$ cat src/rtl/link_monitor.sv
// Link-up monitor: signal-detect hysteresis, descrambler lock wait and a
// saturating counter of link drops, all driven by a single Moore FSM.
module link_monitor #(
  parameter logic [15:0] STABILIZE_TIME      = 16'd50000,
  parameter logic [15:0] TEST_STABILIZE_TIME = 16'd125,
  parameter logic [15:0] LOCK_TIMEOUT        = 16'hffff
) (
  input  logic       clk,
  input  logic       rst_n,
  input  logic       signal_status,
  input  logic       locked,
  input  logic       test_mode,
  input  logic       clear_drops,
  output logic       desc_enable,
  output logic       link_status,
  output logic [7:0] link_drops,
  output logic [1:0] state
);

  typedef enum logic [1:0] {
    DOWN       = 2'b00,
    HYSTERESIS = 2'b01,
    WAIT_LOCK  = 2'b10,
    UP         = 2'b11
  } state_t;

  state_t      state_q, state_d;
  logic [15:0] timer_q, timer_d;
  logic [7:0]  link_drops_q, link_drops_d;
  logic        desc_enable_q, desc_enable_d;
  logic        link_status_q, link_status_d;

  // One timer serves both timed states; it is loaded on entry and only
  // decremented while nonzero, so reaching zero is the exit condition.
  always_comb begin
    state_d      = state_q;
    timer_d      = timer_q;
    link_drops_d = link_drops_q;

    case (state_q)
      DOWN: begin
        if (signal_status) begin
          state_d = HYSTERESIS;
          timer_d = test_mode ? TEST_STABILIZE_TIME : STABILIZE_TIME;
        end
      end
      HYSTERESIS: begin
        if (!signal_status) begin
          state_d = DOWN;
        end else if (timer_q == 16'd0) begin
          state_d = WAIT_LOCK;
          timer_d = LOCK_TIMEOUT;
        end else begin
          timer_d = timer_q - 16'd1;
        end
      end
      WAIT_LOCK: begin
        if (!signal_status) begin
          state_d = DOWN;
        end else if (locked) begin
          state_d = UP;
        end else if (timer_q == 16'd0) begin
          state_d = DOWN;
        end else begin
          timer_d = timer_q - 16'd1;
        end
      end
      UP: begin
        if (!signal_status || !locked) begin
          state_d = DOWN;
          if (link_drops_q != 8'hff) begin
            link_drops_d = link_drops_q + 8'd1;
          end
        end
      end
      default: state_d = DOWN;
    endcase

    if (clear_drops) begin
      link_drops_d = 8'd0;
    end

    // Outputs decode the next state so the registered copies line up with state_q.
    desc_enable_d = (state_d == WAIT_LOCK) || (state_d == UP);
    link_status_d = (state_d == UP);
  end

  always_ff @(posedge clk) begin
    if (!rst_n) begin
      state_q       <= DOWN;
      timer_q       <= 16'd0;
      link_drops_q  <= 8'd0;
      desc_enable_q <= 1'b0;
      link_status_q <= 1'b0;
    end else begin
      state_q       <= state_d;
      timer_q       <= timer_d;
      link_drops_q  <= link_drops_d;
      desc_enable_q <= desc_enable_d;
      link_status_q <= link_status_d;
    end
  end

  assign desc_enable = desc_enable_q;
  assign link_status = link_status_q;
  assign link_drops  = link_drops_q;
  assign state       = state_q;

endmodule
$ cat config.mk
export PLATFORM = sky130hd
export DESIGN_NAME = link_monitor
export DESIGN_NICKNAME = d
export VERILOG_FILES = /design/src/rtl/link_monitor.sv
export SDC_FILE = /design/constraint.sdc
export NUM_CORES = 1
export LEC_CHECK = 0
export CORE_UTILIZATION = 52
export DETAILED_ROUTE_END_ITERATION = 12
export PLACE_DENSITY_LB_ADDON = 0.05
export SYNTH_ARGS = -nofsm -noshare
export SYNTH_HDL_FRONTEND = slang
export SYNTH_SLANG_ARGS = --single-unit
$ cat constraint.sdc
create_clock -name clk -period 2.7 [get_ports clk]
set_input_delay 0.54 -clock clk [delete_from_list [all_inputs] [get_ports clk]]
set_output_delay 0.54 -clock clk [all_outputs]
set_load 0.01 [all_outputs]
Yosys cells after proc, flatten, opt, wreduce, memory -nomap -nowiden
Cells that the tools add are included.
{ "totals": {"in_bits": 6, "output_inout_bits": 12, "register_bits": 28} }
{ "classes": {"n_mux": 16, "n_eq_ne": 11, "bitwise": 1, "add_sub_neg": 2, "reduce_logical": 10} }
{ "ops": {"columns": ["cell", "count"], "rows": [
  ["$mux 16", 7],
  ["$pmux 16 s3", 1],
  ["$logic_not 16->1", 1],
  ["$sub 16x1->16 const B", 1],
  ["$mux 2", 7],
  ["$ne 2x2->1 const B", 5],
  ["$add 8x1->8 const B", 1],
  ["$eq 2x2->1 const B", 4],
  ["$ne 8x8->1 const B", 1],
  ["$pmux 2 s4", 1],
  ["$reduce_and 6->1", 1],
  ["$reduce_and 3->1", 1],
  ["$reduce_bool 3->1", 1],
  ["$eq 2x1->1 const B", 1],
  ["$logic_not 1->1", 2],
  ["$logic_not 2->1", 1],
  ["$logic_or 1x1->1", 2],
  ["$reduce_or 2->1", 1],
  ["$not 1->1", 1]
]} }

Logic depth before layout (Yosys ltp)
{ "logic_depth": {"ltp_word": 7, "ltp_mapped": 9, "mapped_depth_nobuf": 7} }

Worst setup path after synthesis
OpenSTA, ideal clock, no wires.
{ "synth_path": {"path_kind": "register to register", "from": "register state_q[0], in the netlist state[0]", "to": "register timer_q[12]", "arrival_ps": 2006, "stages_incl_launch_ff": 9, "slack_ps": 575, "path_buffers": 2, "setup_time_ps": 119, "period_less_slack_ps": 2125, "required_time_ps": 2581, "path_cell_list": "dfxtp_1 inv_1 ha_1 clkbuf_1 o311ai_0 a31o_4 buf_6 a21oi_2 o221a_1"} }
{ "synth_via": {"elab_chain_len": 3} }
{ "synth_rtl": {"columns": ["element", "line", "text"], "rows": [
  ["from (decl)", "27", "state_t state_q, state_d;"],
  ["from (signal assigned)", "96", "state_q <= state_d;"],
  ["$eq 2x2->1, or another cell as far along", "40", "case (state_q)"],
  ["$ne 2x2->1 (no source line) / $reduce_bool 3->1 (equally long branches)", null, null],
  ["$reduce_and 6->1 (no source line)", null, null],
  ["to (signal assigned)", "97", "timer_q <= timer_d;"],
  ["to (decl)", "28", "logic [15:0] timer_q, timer_d;"]
]} }
Several ways; a longest one is shown, not always the timed one.
A chain may end at the register's enable or synchronous reset.

Worst setup path after layout
{ "layout_path": {"from": "register state_q[0], in the netlist state[0]", "to": "register timer_q[6]"} }
The elaborated chain is that of the path after synthesis.

==> impl_metrics.json <==
{
  "status": "finished clean",
  "drt-met1-wl_mm": 1.938,
  "finalMaxSlewViolations": 0,
  "wl_met2_mm": 1.893,
  "period_minus_slack_ps": 2242,
  "vias": 1689,
  "synthesis.nets": 229,
  "reg2regPathDepth": 6,
  "worst_hold_path_type": "reg2reg",
  "core_area_um2": 3103,
  "yosys-top-cells-area": "dfxtp_1, o21ai_0, ha_1, nor2_1, a31oi_1",
  "synthArstFlopShare": 0,
  "clock_latency_ps": 330,
  "rrSetupSlack_ps": 460,
  "grt_pass1_vias": 1495,
  "syn-cell-area_um2": 1715,
  "wl_per_cell_um": 15.01,
  "htree_levels": 1,
  "finalWirelength_mm": 4.143,
  "regArea_um2": 560.5,
  "hold_violations": 0,
  "clock-sinks": 28,
  "viasPerCell": 6.120,
  "root_buffer": "clkbuf_4",
  "grt_pass1_wl_mm": 6.941,
  "required_ps": 2940,
  "p_per_area_nw_per_um2": 475.8,
  "grt_max_degree": 22,
  "fin_setup_tns_ps": 0,
  "critPathLaunchType": "register",
  "synth.distinct_cells": 51,
  "dr.pass1.iters": 4,
  "clkTransAtPathRegs_ps": 160,
  "fmax_mhz": 446.0,
  "die_x_um": 59.44,
  "ys_ff_latch": 28,
  "reg2reg_from": "state[0]$_SDFF_PN0_",
  "drive_above_1_share": 0.07328,
  "cts_resized": 0,
  "worst_pin_slew_ps": 717.8,
  "track_usage": 0.2586,
  "cts_hold_buf": 0,
  "netlist_instances": 216,
  "worstSetupPathType": "reg2reg",
  "row_count": 20,
  "rsz0062_at_grt": "false",
  "final_nets": 247,
  "crit_buf_inv": 1,
  "ant_nets": 0,
  "start_util": 0.5528,
  "skew_ps": 21.55,
  "min_path_cells": 2,
  "critical-path-slowest-cell": "o311ai_0",
  "multi_input_comb_area_um2": 1066,
  "wl_met3_um": 293,
  "max_stage_delay_ps": 700,
  "die_area_um2": 3533,
  "leakage_nw": 0.6635,
  "r2r_end": "timer_q[6]$_SDFFE_PN0P_",
  "numPortBuffers": 17,
  "crit_fanout": 13,
  "antenna_cells": 0,
  "arrival_ps": 2480,
  "relSlewSlack": 0.5154,
  "min_to": "timer_q[13]$_SDFFE_PN0P_",
  "crit_family": "compound AO/OA/AOI/OAI gates",
  "crit_chain": "inv_1 -> ha_1 -> o311ai_0 -> a31o_4 -> a31oi_1 -> o221a_2",
  "finalCritPeriodShare": 0.8305,
  "synth_flop_cell": "dfxtp_1",
  "post_cts_buffers": 0,
  "clock_path_buffers": 2,
  "fp.dieH_um": 59.44,
  "drc": 0,
  "cp-end-kind": "register",
  "yosysMostFrequentCell": "dfxtp_1",
  "ys_seq_area_frac": 0.3268,
  "avgSynthCellArea_um2": 7.942,
  "overflow": 0,
  "finalSetupViolations": 0,
  "cap_viol_max_count": 0,
  "synth_common_cells": "dfxtp_1, nor2_1, o21ai_0",
  "dpl.hpwl_mm": 3.113,
  "synth-edff-count": 0,
  "ys_warn_count": 0,
  "cts_made_buffers": 3,
  "synth_top_area_frac": 0.3268,
  "areaGrowthSynthToFinish_pct": 14.08,
  "fill_cells": 310,
  "routed.top_layer": "met4",
  "min-delay-start": "timer_q[13]$_SDFFE_PN0P_",
  "hold_slack_ps": 490.5,
  "peakVddDrop_uv": 265.2,
  "io_pins": 18,
  "cts_tree": "done",
  "antenna_found_initial": 0,
  "dr.first_iter.drc_count": 143,
  "routabilityCongestion": 0.9703,
  "yosysTopAreaCell": "dfxtp_1"
}
[power breakdown]
part	switching (mW)	total, mW	internal (mW)
registers	0.0341	0.470	0.436
logic	0.174	0.291	0.117
clock network	0.118	0.170	0.0522
total	0.326	0.931	0.605
[how the worst max path moves through the flow]
stage,start,to,slack (ps),cells past startpoint
CTS,state[0]$_SDFF_PN0_,timer_q[6]$_SDFFE_PN0P_,440,6
detailed placement,state[0]$_SDFF_PN0_,timer_q[6]$_SDFFE_PN0P_,430,6
floorplan,state[0]$_SDFF_PN0_,timer_q[12]$_SDFFE_PN0P_,580,8
finish,state[0]$_SDFF_PN0_,timer_q[6]$_SDFFE_PN0P_,460,6
global route,state[0]$_SDFF_PN0_,timer_q[4]$_SDFFE_PN0P_,270,6
global placement,signal_status,timer_q[11]$_SDFFE_PN0P_,550,5
[tightest hold or removal path, cell delays in order, from the launching register on]
cell and delay (ps):
dfxtp_1 360, nand2_1 60, a21boi_1 50
[cells by family (layout without fill, tap and decap cells)]
family,Yosys count,after routing,share of synthesized area
AND/OR/NAND/NOR,82,82,0.2473
AO/OA/AOI/OAI,69,69,0.2713
flip-flops,28,28,0.3268
adder cells (fa/ha/maj),7,7,0.05106
multiplexers,1,1,0.005835
XOR/XNOR,9,9,0.04595
buffers and inverters,20,36,0.05179
[placed cells by master, fill, tap and decap left out, types with 2 or more instances in the layout]
master,synthesis,routed
nand2b_1,3,3
nand4_1,4,4
o221a_2,2,2
and2_1,2,2
a21boi_1,2,2
a31oi_1,9,9
nor2b_1,6,6
inv_1,10,10
a21oi_1,10,10
a41oi_1,2,2
a211oi_1,2,2
clkdlybuf4s50_1,0,17
o21ai_0,20,20
clkbuf_4,0,3
o211ai_1,3,3
nor3b_1,2,2
ha_1,7,7
nand3_1,8,8
xnor2_1,6,6
o21ai_1,3,3
o2111ai_1,2,2
nand2_1,15,15
o21a_1,2,2
and3_1,4,4
buf_4,1,6
xor2_1,3,3
dfxtp_1,28,28
nor2_1,23,23
nor3_1,8,8
[sequential cells by signal, indices dropped and copies added (netlist names)]
register     cells
timer_q         16
link_drops       8
state            2
desc_enable      1
link_status      1
[per-stage QoR]
step | cells | util | power [mW] | cell area, um2 | setup WS [ps]
after global routing | 276 | 0.6306 | 0.9899 | 1957 | 266.8
after floorplan | 216 | - | 0.6828 | 1715 | 575.2
after global placement | 273 | 0.6234 | 0.7543 | 1934 | 550.1
after CTS | 276 | 0.6306 | 0.9315 | 1957 | 440.2
final | 276 | 0.6306 | 0.9311 | 1957 | 457.7
after detailed placement | 273 | 0.6234 | 0.7628 | 1934 | 434.1
[final cells by class]
cell class | instances | area share
Clock buffer | 3 | 0.01151
Inverter | 10 | 0.01918
Sequential cell | 28 | 0.2864
Timing Repair Buffer | 23 | 0.1100
Multi-Input combinational cell | 168 | 0.5448
Tap cell | 44 | 0.02813
[per-layer routing]
layer | GRT usage | vias to the layer above
met5 | 0 | -
met4 | 0.06463 | 0
met3 | 0.01965 | 2
met2 | 0.4109 | 57
met1 | 0.3769 | 803
li1 | - | 827
No activity file was read; power rests on OpenSTA's default activity.
